`config.mk`:
```
export PLATFORM = sky130hd
export DESIGN_NAME = posit_decode_pipe_flat
export DESIGN_NICKNAME = d
export VERILOG_FILES = /design/src/rtl/posit_decode_pipe_pkg.sv /design/src/rtl/posit_decode_pipe_if.sv /design/src/rtl/posit_decode_pipe_field_split.sv /design/src/rtl/posit_decode_pipe.sv /design/src/flat_wrapper.sv
export SDC_FILE = /design/constraint.sdc
export NUM_CORES = 1
export LEC_CHECK = 0
export CORE_UTILIZATION = 36
export DETAILED_ROUTE_END_ITERATION = 8
export PLACE_DENSITY_LB_ADDON = 0.15
export SYNTH_ARGS = -nofsm -noshare
export SYNTH_HDL_FRONTEND = slang
export SYNTH_SLANG_ARGS = --single-unit
```
`constraint.sdc`:
```
create_clock -name clk -period 5.94 [get_ports clk]
set_input_delay 1.188 -clock clk [delete_from_list [all_inputs] [get_ports clk]]
set_output_delay 1.188 -clock clk [all_outputs]
set_load 0.1 [all_outputs]
```
`src/rtl/posit_decode_pipe_pkg.sv`:
```
// Shared types and helpers for the pipelined posit decoder.
// Holds sign/class enums, mantissa width helper, bit-count and negate helpers.
package posit_decode_pipe_pkg;

    typedef enum logic {
        POS = 1'b0,
        NEG = 1'b1
    } sign_t;

    // ZERO encodes as 0 so a cleared output register reads as class ZERO.
    typedef enum logic [1:0] {
        ZERO   = 2'd0,
        NORMAL = 2'd1,
        NAR    = 2'd2
    } posit_class_t;

    function automatic int posit_mant_w(input int width);
        return width - 2;
    endfunction

    // Leading zeros within the low n bits of v, scanned MSB-first.
    function automatic logic [4:0] count_lead_zero(
        input logic [15:0] v,
        input int          n
    );
        logic [4:0] c;
        logic       stop;
        c    = '0;
        stop = 1'b0;
        for (int i = 15; i >= 0; i--) begin
            if (i < n && !stop) begin
                if (v[i]) stop = 1'b1;
                else      c    = c + 5'd1;
            end
        end
        return c;
    endfunction

    function automatic logic [4:0] count_lead_one(
        input logic [15:0] v,
        input int          n
    );
        return count_lead_zero(~v, n);
    endfunction

    function automatic logic [15:0] two_comp(input logic [15:0] v);
        return ~v + 16'd1;
    endfunction

endpackage

```
`src/rtl/posit_decode_pipe_if.sv`:
```
// Stream bundle for the posit decoder: input posit and decoded fields.
// master = producer/consumer side, slave = decoder; out_scale with POSIT_DEC_SCALE_EN.
interface posit_decode_pipe_if #(
    parameter int WIDTH = 8,
    parameter int ES    = 1,
    parameter int REG_W = 8
);
    localparam int MANT_W = posit_decode_pipe_pkg::posit_mant_w(WIDTH);
    localparam int EW     = (ES > 0) ? ES : 1;

    logic                               in_valid;
    logic                               in_ready;
    logic [WIDTH-1:0]                   in_posit;
    logic                               out_valid;
    logic                               out_ready;
    posit_decode_pipe_pkg::sign_t        out_sign;
    posit_decode_pipe_pkg::posit_class_t out_class;
    logic signed [REG_W-1:0]            out_regime;
    logic [EW-1:0]                      out_exponent;
    logic [MANT_W-1:0]                  out_mantissa;
`ifdef POSIT_DEC_SCALE_EN
    logic signed [REG_W+ES-1:0]         out_scale;
`endif

    modport master (
        output in_valid, in_posit, out_ready,
        input  in_ready, out_valid, out_sign, out_class,
        input  out_regime, out_exponent, out_mantissa
`ifdef POSIT_DEC_SCALE_EN
        , input out_scale
`endif
    );

    modport slave (
        input  in_valid, in_posit, out_ready,
        output in_ready, out_valid, out_sign, out_class,
        output out_regime, out_exponent, out_mantissa
`ifdef POSIT_DEC_SCALE_EN
        , output out_scale
`endif
    );

endinterface

```
`src/rtl/posit_decode_pipe_field_split.sv`:
```
// Combinational split of an absolute posit body into regime/exponent/mantissa.
// In: body_i. Out: regime_o (signed), exp_o (right-aligned), mant_o (hidden 1 at MSB).
module posit_field_split
    import posit_decode_pipe_pkg::*;
#(
    parameter  int WIDTH  = 8,
    parameter  int ES     = 1,
    parameter  int REG_W  = 8,
    localparam int BW     = WIDTH - 1,
    localparam int MANT_W = posit_mant_w(WIDTH),
    localparam int EW     = (ES > 0) ? ES : 1
) (
    input  logic [BW-1:0]           body_i,
    output logic signed [REG_W-1:0] regime_o,
    output logic [EW-1:0]           exp_o,
    output logic [MANT_W-1:0]       mant_o
);
    logic [15:0]      ext;
    logic             lead;
    logic [4:0]       run;
    logic [5:0]       sh;
    logic [BW-1:0]    rest;
    logic [BW-1:0]    frac;
    logic [REG_W-1:0] run_w;

    always_comb begin
        ext   = 16'(body_i);
        lead  = body_i[BW-1];
        run   = lead ? count_lead_one(ext, BW) : count_lead_zero(ext, BW);
        // drop the run and its terminator; shifting past the LSB fills zeros
        sh    = {1'b0, run} + 6'd1;
        rest  = body_i << sh;
        frac  = rest << ES;
        run_w = REG_W'(run);
        regime_o = lead ? run_w - REG_W'(1) : REG_W'(0) - run_w;
        mant_o   = {1'b1, frac[BW-1 -: MANT_W-1]};
    end

    if (ES > 0) begin : g_exp
        assign exp_o = rest[BW-1 -: EW];
    end else begin : g_noexp
        assign exp_o = '0;
    end

endmodule

```
`src/rtl/posit_decode_pipe.sv`:
```
// Two-stage posit decoder: S1 registers sign/class/abs body, S2 the fields.
// Ports: clk, rst_n (sync, active-low), bus (slave); POSIT_DEC_SCALE_EN adds out_scale.
module posit_decode_pipe
    import posit_decode_pipe_pkg::*;
#(
    parameter int WIDTH = 8,
    parameter int ES    = 1,
    parameter int REG_W = 8
) (
    input  logic              clk,
    input  logic              rst_n,
    posit_decode_pipe_if.slave bus
);
    localparam int BW     = WIDTH - 1;
    localparam int MANT_W = posit_mant_w(WIDTH);
    localparam int EW     = (ES > 0) ? ES : 1;
    localparam logic [WIDTH-1:0] NAR_PAT = {1'b1, {(WIDTH-1){1'b0}}};

    logic               s1_valid_q, s1_valid_d;
    sign_t              s1_sign_q, s1_sign_d;
    posit_class_t       s1_class_q, s1_class_d;
    logic [BW-1:0]      s1_body_q, s1_body_d;

    logic               s2_valid_q, s2_valid_d;
    sign_t              s2_sign_q, s2_sign_d;
    posit_class_t       s2_class_q, s2_class_d;
    logic [REG_W-1:0]   s2_reg_q, s2_reg_d;
    logic [EW-1:0]      s2_exp_q, s2_exp_d;
    logic [MANT_W-1:0]  s2_mant_q, s2_mant_d;

    logic               s2_adv;
    logic               in_rdy;
    logic               accept;
    logic [15:0]        neg16;
    logic signed [REG_W-1:0] f_reg;
    logic [EW-1:0]      f_exp;
    logic [MANT_W-1:0]  f_mant;
    logic               f_norm;

    assign s2_adv = bus.out_ready | ~s2_valid_q;
    assign in_rdy = ~s1_valid_q | s2_adv;
    assign accept = bus.in_valid & in_rdy;
    assign neg16  = two_comp(16'(bus.in_posit));

    always_comb begin
        s1_valid_d = s1_valid_q;
        s1_sign_d  = s1_sign_q;
        s1_class_d = s1_class_q;
        s1_body_d  = s1_body_q;
        if (in_rdy) s1_valid_d = bus.in_valid;
        if (accept) begin
            s1_sign_d = sign_t'(bus.in_posit[WIDTH-1]);
            unique case (1'b1)
                (bus.in_posit == '0):     s1_class_d = ZERO;
                (bus.in_posit == NAR_PAT): s1_class_d = NAR;
                default:                  s1_class_d = NORMAL;
            endcase
            s1_body_d = bus.in_posit[WIDTH-1] ? neg16[BW-1:0]
                                              : bus.in_posit[BW-1:0];
        end
    end

    posit_field_split #(
        .WIDTH (WIDTH),
        .ES    (ES),
        .REG_W (REG_W)
    ) u_split (
        .body_i   (s1_body_q),
        .regime_o (f_reg),
        .exp_o    (f_exp),
        .mant_o   (f_mant)
    );

    assign f_norm = (s1_class_q == NORMAL);

    always_comb begin
        s2_valid_d = s2_valid_q;
        s2_sign_d  = s2_sign_q;
        s2_class_d = s2_class_q;
        s2_reg_d   = s2_reg_q;
        s2_exp_d   = s2_exp_q;
        s2_mant_d  = s2_mant_q;
        if (s2_adv) begin
            s2_valid_d = s1_valid_q;
            if (s1_valid_q) begin
                s2_sign_d  = s1_sign_q;
                s2_class_d = s1_class_q;
                s2_reg_d   = f_norm ? f_reg : '0;
                s2_exp_d   = f_norm ? f_exp : '0;
                s2_mant_d  = f_norm ? f_mant : '0;
            end
        end
    end

    always_ff @(posedge clk) begin
        if (!rst_n) begin
            s1_valid_q <= 1'b0;
            s1_sign_q  <= POS;
            s1_class_q <= ZERO;
            s1_body_q  <= '0;
            s2_valid_q <= 1'b0;
            s2_sign_q  <= POS;
            s2_class_q <= ZERO;
            s2_reg_q   <= '0;
            s2_exp_q   <= '0;
            s2_mant_q  <= '0;
        end else begin
            s1_valid_q <= s1_valid_d;
            s1_sign_q  <= s1_sign_d;
            s1_class_q <= s1_class_d;
            s1_body_q  <= s1_body_d;
            s2_valid_q <= s2_valid_d;
            s2_sign_q  <= s2_sign_d;
            s2_class_q <= s2_class_d;
            s2_reg_q   <= s2_reg_d;
            s2_exp_q   <= s2_exp_d;
            s2_mant_q  <= s2_mant_d;
        end
    end

    assign bus.in_ready     = in_rdy;
    assign bus.out_valid    = s2_valid_q;
    assign bus.out_sign     = s2_sign_q;
    assign bus.out_class    = s2_class_q;
    assign bus.out_regime   = s2_reg_q;
    assign bus.out_exponent = s2_exp_q;
    assign bus.out_mantissa = s2_mant_q;

`ifdef POSIT_DEC_SCALE_EN
    localparam int SW = REG_W + ES;
    logic signed [SW-1:0] scale_q, scale_d;

    always_comb begin
        scale_d = scale_q;
        if (s2_adv && s1_valid_q) begin
            scale_d = f_norm ? (SW'(f_reg) <<< ES) + SW'(f_exp) : '0;
        end
    end

    always_ff @(posedge clk) begin
        if (!rst_n) scale_q <= '0;
        else        scale_q <= scale_d;
    end

    assign bus.out_scale = scale_q;
`endif

endmodule
```
`src/flat_wrapper.sv`:
```
// flat-port wrapper written by rule: the top's interface ports become plain ports
module posit_decode_pipe_flat import posit_decode_pipe_pkg::*;
#(
    parameter int WIDTH = 8,
    parameter int ES    = 1,
    parameter int REG_W = 8
)
  (clk, rst_n, bus_in_valid, bus_in_posit, bus_out_ready, bus_in_ready, bus_out_valid, bus_out_sign, bus_out_class, bus_out_regime, bus_out_exponent, bus_out_mantissa);
  posit_decode_pipe_if #(.WIDTH(WIDTH), .ES(ES), .REG_W(REG_W)) bus_i ();
  input  logic clk;
  input  logic rst_n;
  input wire logic [$bits(bus_i.in_valid)-1:0] bus_in_valid;
  input wire logic [$bits(bus_i.in_posit)-1:0] bus_in_posit;
  input wire logic [$bits(bus_i.out_ready)-1:0] bus_out_ready;
  output wire logic [$bits(bus_i.in_ready)-1:0] bus_in_ready;
  output wire logic [$bits(bus_i.out_valid)-1:0] bus_out_valid;
  output wire logic [$bits(bus_i.out_sign)-1:0] bus_out_sign;
  output wire logic [$bits(bus_i.out_class)-1:0] bus_out_class;
  output wire logic [$bits(bus_i.out_regime)-1:0] bus_out_regime;
  output wire logic [$bits(bus_i.out_exponent)-1:0] bus_out_exponent;
  output wire logic [$bits(bus_i.out_mantissa)-1:0] bus_out_mantissa;
  assign bus_i.in_valid = bus_in_valid;
  assign bus_i.in_posit = bus_in_posit;
  assign bus_i.out_ready = bus_out_ready;
  assign bus_in_ready = bus_i.in_ready;
  assign bus_out_valid = bus_i.out_valid;
  assign bus_out_sign = bus_i.out_sign;
  assign bus_out_class = bus_i.out_class;
  assign bus_out_regime = bus_i.out_regime;
  assign bus_out_exponent = bus_i.out_exponent;
  assign bus_out_mantissa = bus_i.out_mantissa;
  posit_decode_pipe #(.WIDTH(WIDTH), .ES(ES), .REG_W(REG_W)) u_core (.clk(clk), .rst_n(rst_n), .bus(bus_i));
endmodule
```
==> metrics.cfg <==
[cts]
root_buffer = clkbuf_8
cts_setup_buffers = 0
clockBufferDepth = 2
clkLatencyLatePin_ns = 0.29
path_clk_slew_ns = 0.10
cts.sinks = 28
ctsHoldBuffers = 0
tritoncts = yes
cts.htree.levels = 1
cts-buffers-inserted = 3
cts-resized-gates = 0

[timing]
min_period_over_period_pct = 81.43
max_slew.worst_pin.slew_ns = 0.9714
fin_skew_ns = 0.004192
rsz0062_at_grt = false
relSlewSlack_pct = 35.04
slew_viol_final = 0
fin_crit_ns = 4.837
setup_ws_ns = 1.103
fmax_mhz = 206.7
holdWs_ns = 0.4576
setup_tns_ns = 0
hold_viol_final = 0
finalSetupViolCount = 0

[synthesis]
synth_seq_cells = 28
yosys.area.top_type = dfxtp_1
synthTopCellsByArea = dfxtp_1 26%, nor2_1 5.9%, ha_1 5.2%, nand2_1 4.5%, a21oi_1 4.0%
synthDistinctLibCells = 51
seq_area_frac_synth_pct = 26.12
synth_cells = 284
netlist.area_leader.share_pct = 26.12
syn_avg_cell_area_um2 = 7.556
synth-edff-count = 0
yosysWarnings = 0
async_flop_share_pct = 0
netlist_area_mm2 = 0.002146
syn-num-nets = 305
synth_flop_cell = dfxtp_1

[setup_path]
cpLargestDelayFamily = compound AO/OA/AOI/OAI gates
cp.required_ns = 6.15
worst-path-max-fanout = 15
worst_path_most_repeated_cell = ha_1
startpoint_type = flip-flop
critPathKind = reg -> reg
path_buf_inv = 1
critical_path.max_stage_delay_ns = 0.64
endpoint_kind = flip-flop
worst_path_max_delay_cell = ha_1
cp.arrival_ns = 5.05
path_cells = inv_1 > a21oi_1 > nor2_1 > ha_1 > nand2b_1 > a21boi_0 > ha_1 > a21o_1 > ha_1 > mux2_2 > a2111o_1 > ha_1 > nor4_1 > a221oi_1 > and4_1 > o31ai_1 > a31oi_1
ff2ff_setup_slack_ns = 1.10

[pwr]
p_comb_share_pct = 42.7
p_per_area_mw_per_mm2 = 254.0
leakage_nw = 0.9914
clockPowerShare_pct = 24.1
p_sw_share_pct = 39.53
p_int_mw = 0.3884
switching_power_mw = 0.2539
seqPwrFrac_pct = 33.2
power_mw = 0.6423
ir_drop_uv = 122.9

[detailed_routing]
totalWireLength_mm = 5.333
antenna_left = 0
wl_per_cell_um = 14.41
remaining_drc_errors = 0
first_pass_iters = 4
drtIter0Drc = 185
viasPerCell = 5.524
dr_total_vias = 2044

[global_routing]
grt_antenna_before_repair = 0
grtUsageTotal_pct = 17.87
grt_pass1_wl_mm = 8.811
grt_pass1_vias = 1837
grt_max_degree = 22
overflow = 0

[hold_path]
min_path_type = reg -> reg

[run_status]
status = completed

[floorplanning]
die_h_um = 79.21
start_util_pct = 38.04
core_mm2 = 0.005642
io_pins = 32
fp.dieW_um = 79.21
fp-row-count = 27
die_area_mm2 = 0.006273

[cells_and_area]
n_antenna_cell = 0
drive_gt1_share_pct = 4.027
utilization_pct = 44.82
syn_to_final_growth_pct = 17.84
n_fill_cell = 565
final_nets = 320
final_cell_mix = 34 x nor2_1, 31 x clkdlybuf4s50_1, 28 x dfxtp_1
final_common_cell = nor2_1

[job]
cap_violations = 0

[place]
dp_hpwl_mm = 3.970
io_buffers = 31
dp_slack_ns = 1.229
place_congestion = 0.8888

## routing by layer
layer | part of all wire, % | track usage [%] | vias up
met4 | 1.7 | 5.455 | 0
met1 | 50 | 24.32 | 942
met5 | 0 | 0 | -
li1 | - | - | 1055
met3 | 3.4 | 3.103 | 9
met2 | 45 | 28.53 | 38
## kinds of logic (layout without fill, tap and decap cells)
logic type | Yosys count | after routing | share of synthesized area [%]
buffers and inverters | 34 | 48 | 6.763
adder cells (fa/ha/maj) | 9 | 9 | 5.248
AO/OA/AOI/OAI | 76 | 76 | 24.84
XOR/XNOR | 15 | 15 | 6.123
multiplexers | 10 | 10 | 4.781
AND/OR/NAND/NOR | 112 | 112 | 26.12
flip-flops | 28 | 28 | 26.12
## power groups by stage
stage | combinational (mW) | sequential [mW] | clock, mW
after floorplan | 0.197 | 0.236 | 0
after global placement | 0.271 | 0.217 | 0
after detailed placement | 0.271 | 0.217 | 0
after CTS | 0.272 | 0.213 | 0.160
after global routing | 0.302 | 0.215 | 0.165
final | 0.275 | 0.213 | 0.155
## worst register-to-register path: cells and delay by family (launching register included)
kind / cells / cell delay [ns]
AOI/OAI and AO/OA: 7 / 1.68
adders and majority gates: 4 / 1.52
buffers and inverters: 1 / 0.20
DFF: 1 / 0.61
muxes: 1 / 0.25
and+or+nand+nor: 4 / 0.47
## worst paths after layout
path	startpoint	endpoint	depth (start not counted)
setup reg to reg	u_core.s1_body_q[4]$_SDFFE_PN0P_	u_core.bus.out_exponent$_SDFFE_PN0P_	17
hold / removal	u_core.bus.out_mantissa[4]$_SDFFE_PN0P_	u_core.bus.out_mantissa[4]$_SDFFE_PN0P_	2
setup / recovery	u_core.s1_body_q[4]$_SDFFE_PN0P_	u_core.bus.out_exponent$_SDFFE_PN0P_	17
hold reg to reg	u_core.bus.out_mantissa[4]$_SDFFE_PN0P_	u_core.bus.out_mantissa[4]$_SDFFE_PN0P_	2
## flip-flops by register name (all words and copies together), names as in the netlist
signal                   cells
u_core.s1_body_q             7
u_core.bus.out_mantissa      6
u_core.bus.out_regime        6
u_core.bus.out_class         2
u_core.s1_class_q            2
u_core.bus.out_exponent      1
u_core.bus.out_sign          1
u_core.bus.out_valid         1
u_core.s1_sign_q             1
u_core.s1_valid_q            1
## synth_stat cells, types with 2 or more instances
cell      number
nor2_1        34
dfxtp_1       28
nand2_1       26
a21oi_1       17
clkbuf_1      17
inv_1         11
a211oi_1       9
ha_1           9
mux2i_1        8
nand2b_1       8
nand3_1        8
o21ai_0        8
xnor2_1        8
nor3_1         7
xor2_1         7
a21o_1         5
nor2b_1        5
nor4_1         5
o31ai_1        5
a21boi_0       4
a31oi_1        4
and2_1         4
o211ai_1       4
a22oi_1        3
a32o_1         3
and4_1         3
a32oi_1        2
buf_2          2
buf_4          2
mux2_2         2
nor3b_1        2
o221ai_1       2
o41ai_1        2
or3_1          2
or4_1          2
## layout make-up
cell class | count | area, um^2 | share of cell area, %
inverters | 11 | 41.29 | 1.633
multi-input cells | 222 | 1440 | 56.95
well taps | 72 | 90.09 | 3.563
flip-flops and latches | 28 | 560.5 | 22.17
repair buffers | 33 | 325.3 | 12.86
clock buffers | 3 | 41.29 | 1.633
clock inverters | 1 | 30.03 | 1.188
## per-stage QoR
step / instances / instance area, um^2
floorplan: 284 / 2146
global route: 370 / 2529
CTS: 370 / 2529
detailed placement: 366 / 2457
finish: 370 / 2529
global placement: 366 / 2457
(Power assumes the default switching activity.)
